File: config.mk
export PLATFORM = sky130hd
export DESIGN_NAME = pkt_assembler
export DESIGN_NICKNAME = d
export VERILOG_FILES = /design/src/rtl/pkt_assembler.sv
export SDC_FILE = /design/constraint.sdc
export NUM_CORES = 1
export LEC_CHECK = 0
export CORE_MARGIN = 1.5
export CORE_UTILIZATION = 44
export CTS_CLUSTER_SIZE = 40
export DETAILED_ROUTE_END_ITERATION = 10
export GPL_TIMING_DRIVEN = 0
export PLACE_DENSITY = 0.76
export SYNTH_ARGS = -nofsm -noshare
export SYNTH_HDL_FRONTEND = slang
export SYNTH_SLANG_ARGS = --single-unit
File: constraint.sdc
create_clock -name clk -period 1.85 [get_ports clk]
set_input_delay 0.37 -clock clk [delete_from_list [all_inputs] [get_ports clk]]
set_output_delay 0.37 -clock clk [all_outputs]
set_load 0.02 [all_outputs]
File: src/rtl/pkt_assembler.sv
// pkt_assembler: builds one packet in byte-addressed memory per start pulse.
//   A 16-bit header (SOP code, ECC-protected type/length) is written at hdr_addr.
//   byte_cnt+1 payload bytes follow from hdr_addr+2, taken from a valid/ready stream.
//   A CRC-8 (poly 0x07, init 0x00) of the payload is written after the payload.
//   done_irq then pulses for one cycle. Address arithmetic wraps modulo 2^14.
//
// Ports:
//   clk, reset           rising-edge clock, asynchronous active-high reset
//   start                begin a packet (ignored unless idle)
//   hdr_addr[13:0]       byte address of the header
//   pkt_type[3:0]        packet type field
//   byte_cnt[3:0]        payload length minus one
//   sop[2:0]             start-of-packet code
//   inj_crc_err          (only with PKT_ASM_CRC_ERR_INJ_EN) corrupt CRC bit 0 of this packet
//   in_data/in_valid/in_ready   payload byte stream
//   mem_addr/mem_we/mem_data_i  memory write port (all zero when no write)
//   busy                 packet in progress
//   done_irq             one-cycle completion pulse
//
// Optional feature macro: PKT_ASM_CRC_ERR_INJ_EN (CRC error injection).

module pkt_assembler (
    input  logic        clk,
    input  logic        reset,
    input  logic        start,
    input  logic [13:0] hdr_addr,
    input  logic [3:0]  pkt_type,
    input  logic [3:0]  byte_cnt,
    input  logic [2:0]  sop,
`ifdef PKT_ASM_CRC_ERR_INJ_EN
    input  logic        inj_crc_err,
`endif
    input  logic [7:0]  in_data,
    input  logic        in_valid,
    output logic        in_ready,
    output logic [13:0] mem_addr,
    output logic [3:0]  mem_we,
    output logic [31:0] mem_data_i,
    output logic        busy,
    output logic        done_irq
);

    typedef enum logic [2:0] {
        StIdle,
        StHdrWr,
        StData,
        StCrcWr,
        StDone
    } state_e;

    state_e      state_q, state_d;
    logic [13:0] hdr_addr_q;
    logic [3:0]  pkt_type_q;
    logic [3:0]  byte_cnt_q;
    logic [2:0]  sop_q;
    logic [13:0] addr_q;
    logic [3:0]  remain_q;   // bytes still to accept, minus one
    logic [7:0]  crc_q;
    logic        load;
    logic        accept;
    logic [7:0]  ecc_d;
    logic [3:0]  ecc;
    logic        ecc_msb;
    logic [15:0] hdr_word;
    logic [7:0]  crc_out;

    // One byte of CRC-8, polynomial x^8+x^2+x+1, MSB first.
    function automatic logic [7:0] crc8_byte(input logic [7:0] crc, input logic [7:0] data);
        logic [7:0] c;
        c = crc ^ data;
        for (int i = 0; i < 8; i++) begin
            c = c[7] ? ({c[6:0], 1'b0} ^ 8'h07) : {c[6:0], 1'b0};
        end
        return c;
    endfunction

    // Header ECC over {pkt_type, byte_cnt}
    assign ecc_d    = {pkt_type_q, byte_cnt_q};
    assign ecc[0]   = ecc_d[0] ^ ecc_d[1] ^ ecc_d[3] ^ ecc_d[4] ^ ecc_d[6];
    assign ecc[1]   = ecc_d[0] ^ ecc_d[2] ^ ecc_d[3] ^ ecc_d[5] ^ ecc_d[6];
    assign ecc[2]   = ecc_d[1] ^ ecc_d[2] ^ ecc_d[3] ^ ecc_d[7];
    assign ecc[3]   = ecc_d[4] ^ ecc_d[5] ^ ecc_d[6] ^ ecc_d[7];
    assign ecc_msb  = ^ecc_d;
    assign hdr_word = {sop_q, ecc_msb, pkt_type_q, byte_cnt_q, ecc};

`ifdef PKT_ASM_CRC_ERR_INJ_EN
    logic inj_q;

    always_ff @(posedge clk or posedge reset) begin
        if (reset) begin
            inj_q <= 1'b0;
        end else if (load) begin
            inj_q <= inj_crc_err;
        end
    end

    assign crc_out = crc_q ^ {7'b0, inj_q};
`else
    assign crc_out = crc_q;
`endif

    assign busy = (state_q != StIdle);

    always_ff @(posedge clk or posedge reset) begin
        if (reset) begin
            state_q <= StIdle;
        end else begin
            state_q <= state_d;
        end
    end

    always_comb begin
        state_d    = state_q;
        in_ready   = 1'b0;
        mem_addr   = '0;
        mem_we     = '0;
        mem_data_i = '0;
        done_irq   = 1'b0;
        load       = 1'b0;
        accept     = 1'b0;
        unique case (state_q)
            StIdle: begin
                if (start) begin
                    load    = 1'b1;
                    state_d = StHdrWr;
                end
            end
            StHdrWr: begin
                mem_addr   = hdr_addr_q;
                mem_we     = 4'b0011;
                mem_data_i = {16'h0000, hdr_word};
                state_d    = StData;
            end
            StData: begin
                in_ready = 1'b1;
                if (in_valid) begin
                    accept     = 1'b1;
                    mem_addr   = addr_q;
                    mem_we     = 4'b0001;
                    mem_data_i = {24'h000000, in_data};
                    if (remain_q == 4'd0) begin
                        state_d = StCrcWr;
                    end
                end
            end
            StCrcWr: begin
                // addr_q has advanced past the payload: hdr_addr+byte_cnt+3
                mem_addr   = addr_q;
                mem_we     = 4'b0001;
                mem_data_i = {24'h000000, crc_out};
                state_d    = StDone;
            end
            StDone: begin
                done_irq = 1'b1;
                state_d  = StIdle;
            end
            default: state_d = StIdle;
        endcase
    end

    always_ff @(posedge clk or posedge reset) begin
        if (reset) begin
            hdr_addr_q <= '0;
            pkt_type_q <= '0;
            byte_cnt_q <= '0;
            sop_q      <= '0;
            addr_q     <= '0;
            remain_q   <= '0;
            crc_q      <= '0;
        end else if (load) begin
            hdr_addr_q <= hdr_addr;
            pkt_type_q <= pkt_type;
            byte_cnt_q <= byte_cnt;
            sop_q      <= sop;
            addr_q     <= hdr_addr + 14'd2;
            remain_q   <= byte_cnt;
            crc_q      <= '0;
        end else if (accept) begin
            addr_q   <= addr_q + 14'd1;
            remain_q <= remain_q - 4'd1;
            crc_q    <= crc8_byte(crc_q, in_data);
        end
    end

endmodule
[Yosys cells after proc, flatten, opt, wreduce, memory -nomap -nowiden]
Cells that the tools add are included.
Widths: inputs -> output; s select.
Word-level totals
  register bits after elaboration: 54
  latch bits: 0
  memory bits (writable): 0
  memory bits (read-only): 0
  input port bits: 37
  output and inout port bits: 53
  word-level logic and storage cells: 77
  memories kept: 0
Operators by class
  add/subtract/negate cells: 3
  multiply operators: 0
  div/mod/pow operators: 0
  order comparisons: 0
  equality and inequality tests: 7
  shift-type cells: 0
  multiplexer cells: 30
  bitwise logic cells: 23
  reduce and logical (&&, ||, !) cells: 6
Operator list (number)
  $pmux 16 s3: 1
  $mux 14: 3
  $pmux 14 s3: 1
  $mux 3: 11
  $mux 8: 3
  $not 3->3: 8
  $add 14x1->14 const B: 1
  $add 14x2->14 const B: 1
  $xor 1x1->1: 14
  $pmux 3 s4: 1
  $mux 4: 2
  $reduce_xor 8->1: 1
  $xor 8x8->8: 1
  $mux 1: 7
  $eq 3x2->1 const B: 2
  $ne 2x2->1 const B: 3
  $pmux 2 s3: 1
  $logic_not 4->1: 1
  $sub 4x1->4 const B: 1
  $eq 3x1->1 const B: 1
  $eq 3x3->1 const B: 1
  $logic_not 3->1: 1
  $reduce_and 3->1: 1
  $reduce_bool 3->1: 1
  $reduce_bool 2->1: 1

[Depth between registers and ports, before layout]
Gate-level depths: netlist of the first run.
  word-level depth: 19
  depth in mapped cells: 8
  mapped depth without buffers: 6

[Worst setup path before layout of the first run]
Ideal clock, no wire load.
  kind: register to output
  start: register state_q[0]
  end: output mem_addr[10]
  data arrival time: 2090 ps
  required time: 1480 ps
  slack: -610 ps
  cell stages (with the launch flop): 9
  buffers on the path: 4
  path through: dfrtp_1 > buf_6 > nor3b_1 > and2_1 > buf_2 > or2_1 > clkbuf_1 > buf_2 > a22o_1
On the way
  word-level cells in the longest chain between the ends: 2
  elaborated cells on any way between the ends: 4
  classes of those cells: eq/ne (3); mux (1)
RTL lines
  start: declaration: line 51  | state_e state_q, state_d;
  start signal: assignment: line 106  | state_q <= StIdle;
  start signal: assignment: line 108  | state_q <= state_d;
  $eq 3x2->1 / $eq 3x1->1 (equally long branches): line 121  | unique case (state_q)
  $pmux 14 s3 *: line 121
  end: declaration: line 36  | output logic [13:0] mem_addr,
Mark *: on every way between the ends. The rest lies on a longest branch, timed or not.

[Worst setup path in the final report of the first run]
  start: register state_q[2]
  end: output mem_data_i[11]
On the way
  word-level cells in the longest chain between the ends: 2
  elaborated cells on any way between the ends: 4
  classes of those cells: eq/ne (3); mux (1)
RTL lines
  $eq 3x2->1 / $eq 3x1->1 (equally long branches): line 121
  $pmux 16 s3 *: line 121
  end: declaration: line 38  | output logic [31:0] mem_data_i,
Marked as above.

==> results of run 1 <==
-- layout make-up --
cell class,count,area (µm²)
fillers,581,2340
multi-input cells,297,2090
flip-flops and latches,54,1360
repair buffers,100,1020
plain buffers,35,304
well taps,99,124
clock buffers,7,76.3
inverters,15,61.3
-- state kept, by name, summed over array words and instances, names as in the netlist --
| signal | count |
|---|---|
| state_q | 3 |
| pkt_type_q | 4 |
| sop_q | 3 |
| crc_out | 8 |
| remain_q | 4 |
| hdr_addr_q | 14 |
| byte_cnt_q | 4 |
| addr_q | 14 |
-- logic make-up after synthesis --
kind of cell | share of synthesized area
XOR/XNOR | 0.157
multiplexers | 0.0176
AND/OR/NAND/NOR | 0.211
flip-flops | 0.397
AO/OA/AOI/OAI | 0.116
buffers and inverters | 0.0897
adder cells (fa/ha/maj) | 0.0110
other | 0.00110
-- cells in the final DEF (no fill, tap or decap), types with 4 or more instances in the layout --
| cell type | instances |
|---|---|
| a22o_4 | 10 |
| clkdlybuf4s50_1 | 36 |
| xnor2_1 | 30 |
| conb_1 | 18 |
| dfrtp_2 | 4 |
| mux2i_1 | 6 |
| a222oi_1 | 6 |
| o21ai_0 | 9 |
| inv_1 | 13 |
| or3_1 | 4 |
| clkbuf_2 | 7 |
| nor2_1 | 8 |
| nand4_1 | 4 |
| xnor2_2 | 5 |
| xor2_1 | 22 |
| and3_1 | 6 |
| a21oi_1 | 11 |
| buf_12 | 4 |
| clkbuf_8 | 5 |
| and2_4 | 8 |
| nand3_1 | 7 |
| buf_4 | 38 |
| nand2_1 | 94 |
| buf_6 | 40 |
| dfrtp_1 | 50 |
| a22o_1 | 5 |
| o211ai_1 | 5 |
-- power by group --
group	total (mW)	internal, mW	switching, mW
Sequential	2.43	1.75	0.677
Clock	0.656	0.263	0.393
Combinational	6.18	3.13	3.05
Total	9.26	5.14	4.12
-- how the worst min path moves through the flow --
stage | from | end | slack [ns] | cells after the start
2_1_floorplan | sop_q[0] | sop_q[0] | 0.45 | 2
3_3_place_gp | hdr_addr_q[0] | hdr_addr_q[0] | 0.46 | 2
3_5_place_dp | sop_q[0] | sop_q[0] | 0.47 | 2
4_1_cts | reset | crc_out[1] | 0.35 | 2
5_1_grt | reset | crc_out[1] | 0.37 | 2
6_report | reset | crc_out[4] | 0.34 | 2
-- layer usage --
layer	track usage	wire (µm)	vias up
met4	0.0729	205	0
met3	0.0503	613	21
met5	0	0	-
met2	0.407	4900	141
met1	0.292	4200	1553
li1	-	-	1500
-- repair_timing --
action | in CTS | in global routing
gates cloned | 2 | 1
pin swaps | 19 | 19
setup buffers | 14 | 11
endpoints found under the hold margin | 0 | 0
gates resized for setup | 226 | 27
setup endpoints to repair | 75 | 76
-- critical path: stages, from the launching register on --
cell and delay (ns):
dfrtp_1 0.38, buf_6 0.14, or3b_4 0.41, inv_6 0.09
buf_6 0.11, buf_8 0.10, buf_6 0.12, and2_4 0.14
buf_6 0.11
==> metrics.txt, run 1 <==
status=finished, violations left; failing checks=negative setup slack; clk sinks=54; Placed Instances=578; layout cells sized above 1=0.289; num rows=31; Gate Count Post-Synth=390; max-slew violations=0; Yosys reg bits=54; most frequent cell after synthesis=nand2_1; Max transition margin=0.647; Worst Skew=0.00939 ns; GPL Wtd Cong=0.829; top cells by area, synth=dfrtp_1 (40%), nand2_1 (10%), xnor2_1 (9.5%), xor2_1 (6.2%), buf_4 (4.2%); first-pass GRT wire length=15600 µm; register-to-register setup slack=-0.24 ns; HP Class=primary input to async pin; sequential-to-total area share from yosys stat=0.397; vias in the first global route=3252; Critical Path AT=1.92 ns; Worst Setup Slack, final=-0.437 ns; core area=7370 µm²; remaining global-route overflow=0; CP required=1.48 ns; minimum clock period=2.29 ns; post-route setup TNS=-12.72 ns; Worst-Margin Slew=0.527 ns; f_max=0.437 GHz; Clk pin slew, worst setup/hold paths=0.10 ns; GRT Total Usage=0.235; crit end category=output pin; DPL Wire Length=6490 µm; H-tree levels=2; pin count of the biggest net entering global routing=41; # setup viols final=36; Cell Area, Synth=3400 µm²; via/cell ratio=5.30; fin util=0.683; hold_ws=0.335 ns; Antenna diodes=0; Pwr Density=1840 nW/µm²; Synth top area share=0.397; CTS tree=done; Synth top cells by count=nand2_1 (95), dfrtp_1 (54), xnor2_1 (37); CP Launch Point=state_q[2]; I/O pin total=90; synth warn=0; worst reg-to-reg path cell count=8; Die H=90.9 µm; Setup CP Type=flop to output pin; non-filler cells, final=607; routed vias=3215; CTS Buffer Depth=2; R2R Path End=addr_q[12]; # nets final=548; DP Worst Slack=-0.969 ns; residual DRC count=0; Post-synth EDFFs=0; Async S/R FF share, synth=1.00; Detailed Routing Iterations Pass 1=5; WL final=9920 µm; hold buffers post-CTS=0; fin area=5030 µm²; PortBufs=71; Critical Path Fanout Max=8; Synth-to-Final Area Change=47.9%; fin crit share=1.24; Inserted Clock Buffers=5; Worst-Skew Late Latency=0.32 ns; Mean Syn Cell Area=8.73 µm²; Iteration-0 DRC Markers=259; Worst VDD drop=0.837 mV; WL/cell=16.3 µm; Fin. Hold Viols=0; crit path capture=mem_data_i[11]; Max-Cap Viols=0; top_reg_cell synth=dfrtp_1; overall power=9.26 mW; post-route ant nets=0; Synth area leader=dfrtp_1; Initial Util=0.462; RSZ-0062 raised after global routing=true; Lkg Pwr=2.41 nW; CTS root buffer=clkbuf_8; Die W=90.9 µm; RR Startpoint=state_q[2]; Startpoint Class=flop; Die Area=8270 µm²; Netlist cell types=41; initial antenna violation count=0; placed instance area=4470 µm²
No activity file was read; power rests on OpenSTA's default activity.
==> inputs of run 2 (changes only) <==
- GPL_ROUTABILITY_DRIVEN: not set -> 0
==> results of run 2 <==
No change in the layout: final DEF, timing and power equal those of run 1.
==> inputs of run 3 (changes only) <==
- SETUP_SLACK_MARGIN: not set -> 0.3
==> metrics.txt, run 3 (synthesis gave the netlist of run 1 again) <==
status=finished, violations left; failing checks=negative setup slack; register-to-register setup slack=-0.37 ns (-0.13 ns); initial antenna violation count=0 (unchanged); core area=7370 µm² (unchanged); Iteration-0 DRC Markers=352 (+36%); residual DRC count=0 (unchanged); DPL Wire Length=6350 µm (-2.1%); num rows=31 (unchanged); worst reg-to-reg path cell count=10 (+2); pin count of the biggest net entering global routing=55 (+34%); vias in the first global route=3465 (+6.5%); Critical Path AT=2.10 ns (+0.18 ns); H-tree levels=2 (unchanged); commonest non-fill, non-tap cell in the layout=nand2_1; clk sinks=54 (unchanged); Die H=90.9 µm (unchanged); Synth-to-Final Area Change=70.3%; # nets final=576 (+5.1%); layout cells sized above 1=0.449 (+0.159); Critical Path Fanout Max=6 (-2); CTS Buffer Depth=2 (unchanged); CP required=1.48 ns (about the same); Antenna diodes=0 (unchanged); RSZ-0062 raised after global routing=true; Clk pin slew, worst setup/hold paths=0.10 ns (about the same); Pwr Density=1880 nW/µm² (+2.0%); GRT Total Usage=0.276 (+0.0411); via/cell ratio=5.68 (+7.2%); R2R Path End=addr_q[10]; fin util=0.787 (+0.104); HP Class=flop to flop; Worst-Skew Late Latency=0.31 ns (about the same); Inserted Clock Buffers=5 (unchanged); Die Area=8270 µm² (unchanged); Lkg Pwr=2.78 nW (+15%); fin crit share=1.34 (+0.0991); CTS tree=done; CTS root buffer=clkbuf_8; Worst Setup Slack, final=-0.620 ns (-0.183 ns); post-route ant nets=0 (unchanged); WL/cell=20.5 µm (+25%); Initial Util=0.462 (unchanged); RR Startpoint=state_q[2]; PortBufs=71 (unchanged); # setup viols final=81 (+130%); Max transition margin=0.578 (-0.0695); hold_ws=0.501 ns (+0.166 ns); I/O pin total=90 (unchanged); Max-Cap Viols=0 (unchanged); Worst-Margin Slew=0.632 ns (+0.105 ns); Worst Skew=0.00581 ns (-0.00358 ns); Fin. Hold Viols=0 (unchanged); max-slew violations=0 (unchanged); overall power=10.9 mW (+18%); crit end category=output pin; minimum clock period=2.47 ns (+0.183 ns); Die W=90.9 µm (unchanged); Detailed Routing Iterations Pass 1=7 (+2); Startpoint Class=flop; Setup CP Type=flop to output pin; Worst VDD drop=1.26 mV (+51%); f_max=0.405 GHz (-7.4%); first-pass GRT wire length=18100 µm (+16%); remaining global-route overflow=0 (unchanged); crit path capture=mem_addr[13]; commonest cells after routing, fill and taps aside=nand2_1 (57), buf_6 (54), dfrtp_1 (52); WL final=13000 µm (+31%); CP Launch Point=state_q[1]; routed vias=3610 (+12%)
## run 3: worst min-delay path by stage
stage,start,end,depth (start not counted)
after global routing,sop_q[1],sop_q[1],2
after floorplan,reset,addr_q[0],1
after global placement,hdr_addr_q[2],hdr_addr_q[2],2
after detailed placement,hdr_addr_q[1],hdr_addr_q[1],2
final,hdr_addr_q[6],hdr_addr_q[6],2
after CTS,sop_q[2],sop_q[2],2
## run 3: layout make-up
type / instances / area (µm²)
multi-input cells: 297 / 2350
fillers: 401 / 1570
flip-flops and latches: 54 / 1350
repair buffers: 121 / 1290
plain buffers: 41 / 510
well taps: 99 / 124
clock buffers: 6 / 82.6
inverters: 15 / 62.6
clock inverters: 2 / 12.5
repair inverters: 1 / 7.51
## run 3: worst max-delay path, cell delays in order (launching register included)
cell	delay [ns]
dfrtp_1	0.38
buf_6	0.13
nor3b_4	0.15
and2_4	0.13
buf_6	0.12
or2_1	0.24
buf_8	0.15
buf_16	0.14
a22o_4	0.22
buf_6	0.13
## run 3: metal layers
layer	GRT usage	wire length, µm	vias to the layer above
met1	0.343	4870	1770
met5	0	0	-
met4	0.0872	652	0
met3	0.0419	802	68
met2	0.489	6690	210
li1	-	-	1562
## run 3: metrics by stage
stage               cells  TNS (ns)  worst slack (ns)  instance area [µm²]
finish                636    -23.24            -0.620                 5800
detailed placement    577    -27.79            -0.957                 4480
floorplan             407     -2.04            -0.144                 3650
CTS                   620    -14.66            -0.607                 5490
global placement      577    -27.38            -0.959                 4480
global route          636    -27.44            -0.676                 5800
## run 3: repair_timing
action / in CTS / in global routing
setup buffers: 28 / 14
pin swaps: 54 / 14
resized for setup: 332 / 63
cloned: 7 / 2
hold buffers: 0 / 0
hold endpoints to repair: 0 / 0
setup endpoints to repair: 86 / 88
## run 3: power breakdown
| group | switching, mW | internal (mW) |
|---|---|---|
| logic | 3.72 | 3.96 |
| clock network | 0.417 | 0.303 |
| registers | 0.742 | 1.75 |
